## src/rtl/id_stage_pkg.sv

```systemverilog
// Shared constants, encodings and the decoded-control bundle for the RV32I
// decode stage.
package id_stage_pkg;

  localparam int WORD_LEN = 32;
  localparam int NREG     = 32;
  localparam int RADDR_W  = 5;

  localparam logic [WORD_LEN-1:0] START_ADDR = 32'h0000_0000;
  localparam logic [WORD_LEN-1:0] EXIT_INST  = 32'h3433_3231;

  localparam logic [6:0] OPC_LUI    = 7'b0110111;
  localparam logic [6:0] OPC_AUIPC  = 7'b0010111;
  localparam logic [6:0] OPC_JAL    = 7'b1101111;
  localparam logic [6:0] OPC_JALR   = 7'b1100111;
  localparam logic [6:0] OPC_BRANCH = 7'b1100011;
  localparam logic [6:0] OPC_LOAD   = 7'b0000011;
  localparam logic [6:0] OPC_STORE  = 7'b0100011;
  localparam logic [6:0] OPC_OPIMM  = 7'b0010011;
  localparam logic [6:0] OPC_OP     = 7'b0110011;

  typedef enum logic [3:0] {
    ALU_ADD   = 4'd0,
    ALU_SUB   = 4'd1,
    ALU_AND   = 4'd2,
    ALU_OR    = 4'd3,
    ALU_XOR   = 4'd4,
    ALU_SLL   = 4'd5,
    ALU_SRL   = 4'd6,
    ALU_SRA   = 4'd7,
    ALU_SLT   = 4'd8,
    ALU_SLTU  = 4'd9,
    ALU_COPY1 = 4'd10
  } alu_op_e;

  // Operand source select shared by both operand muxes.
  typedef enum logic [1:0] {
    SEL_REG  = 2'd0,
    SEL_PC   = 2'd1,
    SEL_IMM  = 2'd2,
    SEL_ZERO = 2'd3
  } sel_e;

  typedef enum logic {
    ST_RUN  = 1'b0,
    ST_HALT = 1'b1
  } state_e;

  typedef struct packed {
    alu_op_e             alu_op;
    sel_e                op1_sel;
    sel_e                op2_sel;
    logic                wb_en;
    logic                mem_ren;
    logic                mem_wen;
    logic                branch;
    logic                jump;
    logic                illegal;
    logic                exit_flag;
    logic [WORD_LEN-1:0] imm;
  } ctrl_t;

  // alt selects SUB/SRA; callers mask it for OP-IMM where bit 30 is immediate.
  function automatic alu_op_e alu_dec(input logic [2:0] f3, input logic alt);
    alu_op_e op;
    case (f3)
      3'b000:  op = alt ? ALU_SUB : ALU_ADD;
      3'b001:  op = ALU_SLL;
      3'b010:  op = ALU_SLT;
      3'b011:  op = ALU_SLTU;
      3'b100:  op = ALU_XOR;
      3'b101:  op = alt ? ALU_SRA : ALU_SRL;
      3'b110:  op = ALU_OR;
      default: op = ALU_AND;
    endcase
    return op;
  endfunction

endpackage

```

## src/rtl/id_stage_regfile.sv

```systemverilog
// 2-read / 1-write register file with x0 hardwired to zero and
// same-cycle write-through bypass on both read ports.
module id_stage_regfile
  import id_stage_pkg::*;
(
  input  logic                clk,
  input  logic                rst_n,
  input  logic                we,
  input  logic [RADDR_W-1:0]  waddr,
  input  logic [WORD_LEN-1:0] wdata,
  input  logic [RADDR_W-1:0]  raddr1,
  input  logic [RADDR_W-1:0]  raddr2,
  output logic [WORD_LEN-1:0] rdata1,
  output logic [WORD_LEN-1:0] rdata2
);

  // x0 has no storage; index 0 is intercepted on the read side.
  logic [WORD_LEN-1:0] regs_reg [1:NREG-1];

  genvar gi;
  generate
    for (gi = 1; gi < NREG; gi++) begin : g_reg
      always_ff @(posedge clk or negedge rst_n) begin
        if (!rst_n)
          regs_reg[gi] <= '0;
        else if (we && waddr == RADDR_W'(gi))
          regs_reg[gi] <= wdata;
      end
    end
  endgenerate

  always_comb begin
    rdata1 = '0;
    if (raddr1 != '0)
      rdata1 = (we && waddr == raddr1) ? wdata : regs_reg[raddr1];
  end

  always_comb begin
    rdata2 = '0;
    if (raddr2 != '0)
      rdata2 = (we && waddr == raddr2) ? wdata : regs_reg[raddr2];
  end

endmodule

```

## src/rtl/id_stage.sv

```systemverilog
// RV32I instruction-decode stage: decodes the fetched word, reads operands
// and latches the ID/EX register; a RUN/HALT FSM stops fetch on EXIT_INST.
module id_stage
  import id_stage_pkg::*;
(
  input  logic                clk,
  input  logic                rst_n,
  input  logic                if_valid,
  input  logic [WORD_LEN-1:0] if_pc,
  input  logic [WORD_LEN-1:0] if_inst,
  output logic                if_ready,
  input  logic                ex_stall,
  input  logic                flush,
  input  logic                wb_en,
  input  logic [RADDR_W-1:0]  wb_addr,
  input  logic [WORD_LEN-1:0] wb_data,
  output logic                id_valid,
  output logic [WORD_LEN-1:0] id_pc,
  output logic [WORD_LEN-1:0] id_rs1_data,
  output logic [WORD_LEN-1:0] id_rs2_data,
  output logic [RADDR_W-1:0]  id_rd,
  output logic [WORD_LEN-1:0] id_imm,
  output logic [3:0]          id_alu_op,
  output logic [1:0]          id_op1_sel,
  output logic [1:0]          id_op2_sel,
  output logic                id_wb_en,
  output logic                id_mem_ren,
  output logic                id_mem_wen,
  output logic                id_branch,
  output logic                id_jump,
  output logic                id_illegal,
  output logic                id_exit,
  output logic                halted
);

  state_e              state_reg, state_next;
  ctrl_t               dec;
  ctrl_t               ctrl_reg;
  logic                valid_reg;
  logic [WORD_LEN-1:0] pc_reg, rs1_data_reg, rs2_data_reg;
  logic [RADDR_W-1:0]  rd_reg;
  logic [WORD_LEN-1:0] rs1_data, rs2_data;
  logic                transfer;

  logic [6:0]          opcode;
  logic [2:0]          funct3;
  logic [RADDR_W-1:0]  rd, rs1, rs2;
  logic [WORD_LEN-1:0] imm_i, imm_s, imm_b, imm_u, imm_j;

  assign opcode = if_inst[6:0];
  assign rd     = if_inst[11:7];
  assign funct3 = if_inst[14:12];
  assign rs1    = if_inst[19:15];
  assign rs2    = if_inst[24:20];

  assign imm_i = {{20{if_inst[31]}}, if_inst[31:20]};
  assign imm_s = {{20{if_inst[31]}}, if_inst[31:25], if_inst[11:7]};
  assign imm_b = {{19{if_inst[31]}}, if_inst[31], if_inst[7], if_inst[30:25], if_inst[11:8], 1'b0};
  assign imm_u = {if_inst[31:12], 12'b0};
  assign imm_j = {{11{if_inst[31]}}, if_inst[31], if_inst[19:12], if_inst[20], if_inst[30:21], 1'b0};

  assign if_ready = (state_reg == ST_RUN) && !ex_stall;
  assign transfer = if_valid && if_ready;
  assign halted   = (state_reg == ST_HALT);

  id_stage_regfile u_regfile (
    .clk    (clk),
    .rst_n  (rst_n),
    .we     (wb_en),
    .waddr  (wb_addr),
    .wdata  (wb_data),
    .raddr1 (rs1),
    .raddr2 (rs2),
    .rdata1 (rs1_data),
    .rdata2 (rs2_data)
  );

  always_comb begin
    dec         = '0;
    dec.alu_op  = ALU_ADD;
    dec.op1_sel = SEL_REG;
    dec.op2_sel = SEL_REG;
    if (if_inst == EXIT_INST) begin
      dec.exit_flag = 1'b1;
    end else begin
      case (opcode)
        OPC_LUI: begin
          dec.op1_sel = SEL_ZERO;
          dec.op2_sel = SEL_IMM;
          dec.wb_en   = 1'b1;
          dec.imm     = imm_u;
        end
        OPC_AUIPC: begin
          dec.op1_sel = SEL_PC;
          dec.op2_sel = SEL_IMM;
          dec.wb_en   = 1'b1;
          dec.imm     = imm_u;
        end
        OPC_JAL: begin
          dec.op1_sel = SEL_PC;
          dec.op2_sel = SEL_IMM;
          dec.wb_en   = 1'b1;
          dec.jump    = 1'b1;
          dec.imm     = imm_j;
        end
        OPC_JALR: begin
          dec.op2_sel = SEL_IMM;
          dec.wb_en   = 1'b1;
          dec.jump    = 1'b1;
          dec.imm     = imm_i;
        end
        OPC_BRANCH: begin
          // Compare op chosen by funct3[2:1]; the 01 pair is not a branch.
          dec.imm = imm_b;
          case (funct3[2:1])
            2'b00:   begin dec.alu_op = ALU_SUB;  dec.branch = 1'b1; end
            2'b10:   begin dec.alu_op = ALU_SLT;  dec.branch = 1'b1; end
            2'b11:   begin dec.alu_op = ALU_SLTU; dec.branch = 1'b1; end
            default: dec.illegal = 1'b1;
          endcase
        end
        OPC_LOAD: begin
          if (funct3 == 3'b010) begin
            dec.op2_sel = SEL_IMM;
            dec.wb_en   = 1'b1;
            dec.mem_ren = 1'b1;
            dec.imm     = imm_i;
          end else begin
            dec.illegal = 1'b1;
          end
        end
        OPC_STORE: begin
          if (funct3 == 3'b010) begin
            dec.op2_sel = SEL_IMM;
            dec.mem_wen = 1'b1;
            dec.imm     = imm_s;
          end else begin
            dec.illegal = 1'b1;
          end
        end
        OPC_OPIMM: begin
          dec.op2_sel = SEL_IMM;
          dec.wb_en   = 1'b1;
          dec.imm     = imm_i;
          dec.alu_op  = alu_dec(funct3, (funct3 == 3'b101) && if_inst[30]);
        end
        OPC_OP: begin
          dec.wb_en  = 1'b1;
          dec.alu_op = alu_dec(funct3, if_inst[30]);
        end
        default: dec.illegal = 1'b1;
      endcase
    end
    if (rd == '0)
      dec.wb_en = 1'b0;
  end

  always_comb begin
    state_next = state_reg;
    if (state_reg == ST_RUN && transfer && dec.exit_flag && !flush)
      state_next = ST_HALT;
  end

  always_ff @(posedge clk or negedge rst_n) begin
    if (!rst_n)
      state_reg <= ST_RUN;
    else
      state_reg <= state_next;
  end

  always_ff @(posedge clk or negedge rst_n) begin
    if (!rst_n) begin
      valid_reg    <= 1'b0;
      pc_reg       <= START_ADDR;
      rs1_data_reg <= '0;
      rs2_data_reg <= '0;
      rd_reg       <= '0;
      ctrl_reg     <= '0;
    end else if (flush) begin
      valid_reg          <= 1'b0;
      ctrl_reg.wb_en     <= 1'b0;
      ctrl_reg.mem_ren   <= 1'b0;
      ctrl_reg.mem_wen   <= 1'b0;
      ctrl_reg.branch    <= 1'b0;
      ctrl_reg.jump      <= 1'b0;
      ctrl_reg.illegal   <= 1'b0;
      ctrl_reg.exit_flag <= 1'b0;
    end else if (ex_stall) begin
      valid_reg <= valid_reg;
    end else if (transfer) begin
      valid_reg    <= 1'b1;
      pc_reg       <= if_pc;
      rs1_data_reg <= rs1_data;
      rs2_data_reg <= rs2_data;
      rd_reg       <= rd;
      ctrl_reg     <= dec;
    end else begin
      valid_reg <= 1'b0;
    end
  end

  assign id_valid    = valid_reg;
  assign id_pc       = pc_reg;
  assign id_rs1_data = rs1_data_reg;
  assign id_rs2_data = rs2_data_reg;
  assign id_rd       = rd_reg;
  assign id_imm      = ctrl_reg.imm;
  assign id_alu_op   = ctrl_reg.alu_op;
  assign id_op1_sel  = ctrl_reg.op1_sel;
  assign id_op2_sel  = ctrl_reg.op2_sel;
  assign id_wb_en    = ctrl_reg.wb_en;
  assign id_mem_ren  = ctrl_reg.mem_ren;
  assign id_mem_wen  = ctrl_reg.mem_wen;
  assign id_branch   = ctrl_reg.branch;
  assign id_jump     = ctrl_reg.jump;
  assign id_illegal  = ctrl_reg.illegal;
  assign id_exit     = ctrl_reg.exit_flag;

endmodule
```

## config.mk

```make
export PLATFORM = sky130hd
export DESIGN_NAME = id_stage
export DESIGN_NICKNAME = d
export VERILOG_FILES = /design/src/rtl/id_stage_pkg.sv /design/src/rtl/id_stage_regfile.sv /design/src/rtl/id_stage.sv
export SDC_FILE = /design/constraint.sdc
export NUM_CORES = 2
export LEC_CHECK = 0
export ABC_AREA = 1
export BUFFER_PORTS_ARGS = -buffer_cell sky130_fd_sc_hd__buf_2
export CAP_MARGIN = 10
export CELL_PAD_IN_SITES_DETAIL_PLACEMENT = 1
export CELL_PAD_IN_SITES_GLOBAL_PLACEMENT = 2
export CORE_MARGIN = 1
export CORE_UTILIZATION = 36
export DETAILED_ROUTE_END_ITERATION = 6
export PLACE_DENSITY_LB_ADDON = 0.1
export SLEW_MARGIN = 20
export SYNTH_ARGS = -nofsm -noshare
export SYNTH_HDL_FRONTEND = slang
export SYNTH_HIERARCHICAL = 1
export SYNTH_SLANG_ARGS = --single-unit
```

## constraint.sdc

```tcl
create_clock -name clk -period 1.44 [get_ports clk]
set_input_delay 0 -clock clk [delete_from_list [all_inputs] [get_ports clk]]
set_output_delay 0 -clock clk [all_outputs]
set_load 0.005 [all_outputs]
```

==> results by group <==
Timing
  – Slew Viols, Final: 0
  – Fin. Hold Viols: 1
  – Worst Skew: 0.0319 ns
  – Worst hold slack: -0.0479 ns
  – Setup TNS: -20.74 ns
  – Worst-Margin Slew: 0.828 ns
  – Final period util: 115%
  – Fin worst setup slack: -0.213 ns
  – Fmax: 605 MHz
  – Rel. slew slack: 44.6%
  – Final setup fails: 162
  – RSZ-0062 raised after global routing: true
  – Tmin final: 1.65 ns

Route
  – Vias/cell: 5.71
  – Via Count: 71.0k
  – # DRC: 0
  – Routed length per instance: 28.4 um
  – M1 WL: 145000 um
  – Final WL: 353000 um
  – Top layer in use: met5
  – First drt pass iteration count: 6
  – Routed wl met2: 160000 um
  – ANT nets after route: 0
  – Met3 routed WL: 26000 um
  – Iteration-0 DRC count of the detailed router: 7143

Pwr
  – Internal: 70000 uW
  – Power share of the clock group: 36.3%
  – Psw: 33000 uW
  – Pleak: 0.0423 uW
  – Pwr Density: 1200 mW/mm2
  – Peak VDD IR: 1.15 mV
  – Switching share of power: 32.1%
  – Combinational Power Share: 23.8%
  – Sequential power share: 39.9%

Floorplan
  – Starting density of the core: 36.4%
  – CORE AREA: 0.172 mm2
  – FP Rows: 152
  – # IOs: 258
  – Die footprint: 0.176 mm2
  – Chip Height: 419 um
  – Die width: 419 um

Worst setup path
  – Crit Reg-Reg Startpoint: halted$_DFFE_PN0P_
  – Critical Path End Type: flop
  – Cell chain of the critical path: nor2_2 -> nand2_2 -> nor2_8 -> buf_12 -> buf_12 -> inv_16 -> buf_16 -> nand2_2 -> nand2_1
  – Flop-to-flop setup slack: -0.21 ns
  – Worst setup SP type: flop
  – Delay-heaviest family, CP: buffers and inverters
  – R2R Path End: id_pc[12]$_DFFE_PN0P_
  – Max incr delay on CP: 0.40 ns
  – Crit-path slowest cell: dfrtp_1
  – CP Buf/Inv Count: 4
  – Crit Path Class: flop to flop
  – Worst reg2reg path depth: 9
  – Worst EP required: 2.13 ns
  – Critical path arrival: 2.34 ns
  – Critical path fanouts, max: 14

GRT
  – Largest net degree at the start of global routing: 90
  – Total grt overflow: 0
  – Vias in the first global route: 72.5k
  – Total GRT Usage: 39.4%
  – First-pass GRT wire length: 507000 um
  – Antenna violations before repair: 12

Yosys
  – Syn Nets: 9019
  – Mapped Cells: 8908
  – Asr flop ratio synth: 100%
  – Syn avg cell area: 7.04 um2
  – Synth warn: 6
  – Primary FF master, synth: dfrtp_1
  – Mapped cell area: 0.0627 mm2
  – Synth cell types: 39
  – Sequential fraction of the synthesis area: 45.5%
  – #FFs+latches synth: 1141
  – EDFF count, synth: 0

Finish
  – Syn-to-layout area delta: 36.9%
  – Largest register FFs: 992
  – Total Nets Final: 10.1k
  – Leading cell type in the layout, fill and taps excluded: nand2_1
  – Share of layout cells above drive strength 1: 22.9%
  – Most frequent cells in the layout: nand2_1 (2700), o21ai_0 (1317), dfrtp_1 (1107), buf_4 (952), nor2_1 (697)
  – Final non-filler cell total: 12.4k
  – Final Util: 49.8%
  – Layout fillers: 21.1k

Place
  – Post-DP HPWL: 232000 um
  – Routability cong.: 0.932
  – DP Worst Slack: -1.28 ns
  – Placed cells: 12.0k
  – I/O Buffers: 256

Hold path
  – Hold path start: if_inst[3]
  – Hold path endpoint: id_alu_op[3]$_DFFE_PN0P_
  – WHS Path Cells: 8
  – Hold Path Class: primary input to flop

Clocking
  – CTS tree: built
  – Clk sinks: 1141
  – # H-tree levels: 4
  – Clock tree buffer depth: 3
  – Worst-Skew Late Latency: 0.82 ns
  – Clock-pin slew on the worst setup and hold paths: 0.06 ns
  – Root Driver: clkbuf_16
  – Num CTS Buffers: 142

Run status
  – Status: complete, but fails checks
  – Failing checks: hold timing, setup timing

Run
  – Max Cap Viol: 0
repair_timing:
action | in CTS | in global routing
resized for setup | 331 | 336
setup buffers | 22 | 32
endpoints found under the setup margin | 184 | 236
hold endpoints to repair | 2250 | 4
pin swaps | 116 | 137
hold buffers | 149 | 2
cloned | 11 | 14
worst register-to-register path, cell delays in order (launching register included):
cell and delay, ns:
dfrtp_1 0.40, nor2_2 0.15, nand2_2 0.11, nor2_8 0.13
buf_12 0.19, buf_12 0.16, inv_16 0.07, buf_16 0.17
nand2_2 0.08, nand2_1 0.08
power groups by stage:
stage               logic, uW  registers [uW]  clock network [uW]
floorplan               10900           40600                   0
global placement        22100           41100                   0
detailed placement      22900           41300                   0
CTS                     23700           40900               37800
global route            26900           41600               38900
finish                  24500           41100               37400
area by class of cell:
cell class | instances | area (um2) | area share [%]
clock buffers | 218 | 4350 | 5.07
inverters | 518 | 2010 | 2.34
repair buffers | 1685 | 16700 | 19.5
multi-input cells | 6516 | 30900 | 35.9
flip-flops and latches | 1141 | 28600 | 33.3
well taps | 2310 | 2890 | 3.37
repair inverters | 3 | 56.3 | 0.0656
diodes | 9 | 22.5 | 0.0262
clock inverters | 29 | 373 | 0.434
kinds of logic after synthesis:
group,after synthesis,share of synthesized area [%]
and+or+nand+nor,4454,28.9
AOI/OAI and AO/OA,2054,17.3
buffers and inverters,1251,8.20
DFF,1141,45.5
adders and majority gates,4,0.0798
xor gates and xnor gates,3,0.0419
other,1,0.00598
stage by stage:
stage	cell area, um2	total power, uW
2_1_floorplan	62700	51500
3_3_place_gp	76600	63300
3_5_place_dp	76600	64200
4_1_cts	84300	102000
5_1_grt	85900	107000
6_report	85900	103000
synthesized netlist by cell type, types with 3 or more instances:
| library cell | instances | area (um2) |
|---|---|---|
| nand3_1 | 583 | 2920 |
| dfrtp_1 | 1141 | 28600 |
| nand2_2 | 8 | 50.1 |
| inv_2 | 15 | 56.3 |
| nor2_2 | 6 | 37.5 |
| buf_1 | 52 | 195 |
| buf_4 | 26 | 195 |
| nor3_1 | 18 | 90.1 |
| nand3_2 | 24 | 240 |
| o21ai_1 | 20 | 100 |
| inv_1 | 499 | 1870 |
| nand2_1 | 2927 | 11000 |
| o31ai_1 | 4 | 30.0 |
| a31oi_1 | 20 | 125 |
| buf_2 | 221 | 1110 |
| nor2_4 | 6 | 67.6 |
| or2_2 | 39 | 244 |
| xor2_1 | 3 | 26.3 |
| nand4_1 | 95 | 594 |
| a21oi_1 | 429 | 2150 |
| nor2_1 | 740 | 2780 |
| o21ai_0 | 1373 | 6870 |
| ha_1 | 4 | 50.1 |
| buf_6 | 9 | 101 |
| clkbuf_1 | 424 | 1590 |
| o22ai_1 | 4 | 25.0 |
| o211ai_1 | 202 | 1520 |
metal layers:
metal,vias up,track usage (%)
li1,31100,-
met1,35800,50.8
met2,3058,62.4
met3,918,6.77
met4,6,22.0
met5,-,0
how the worst max path moves through the flow:
stage	slack [ns]	start	to	cells after the start
6_report	-0.21	halted$_DFFE_PN0P_	id_pc[12]$_DFFE_PN0P_	9
3_5_place_dp	-1.28	if_inst[16]	id_rs1_data[26]$_DFFE_PN0P_	15
2_1_floorplan	0.04	halted$_DFFE_PN0P_	id_rs1_data[21]$_DFFE_PN0P_	8
5_1_grt	-0.27	halted$_DFFE_PN0P_	id_imm[27]$_DFFE_PN0P_	9
3_3_place_gp	-1.38	if_inst[16]	id_rs1_data[26]$_DFFE_PN0P_	15
4_1_cts	-0.15	halted$_DFFE_PN0P_	if_ready	3
(Power assumes the default switching activity.)
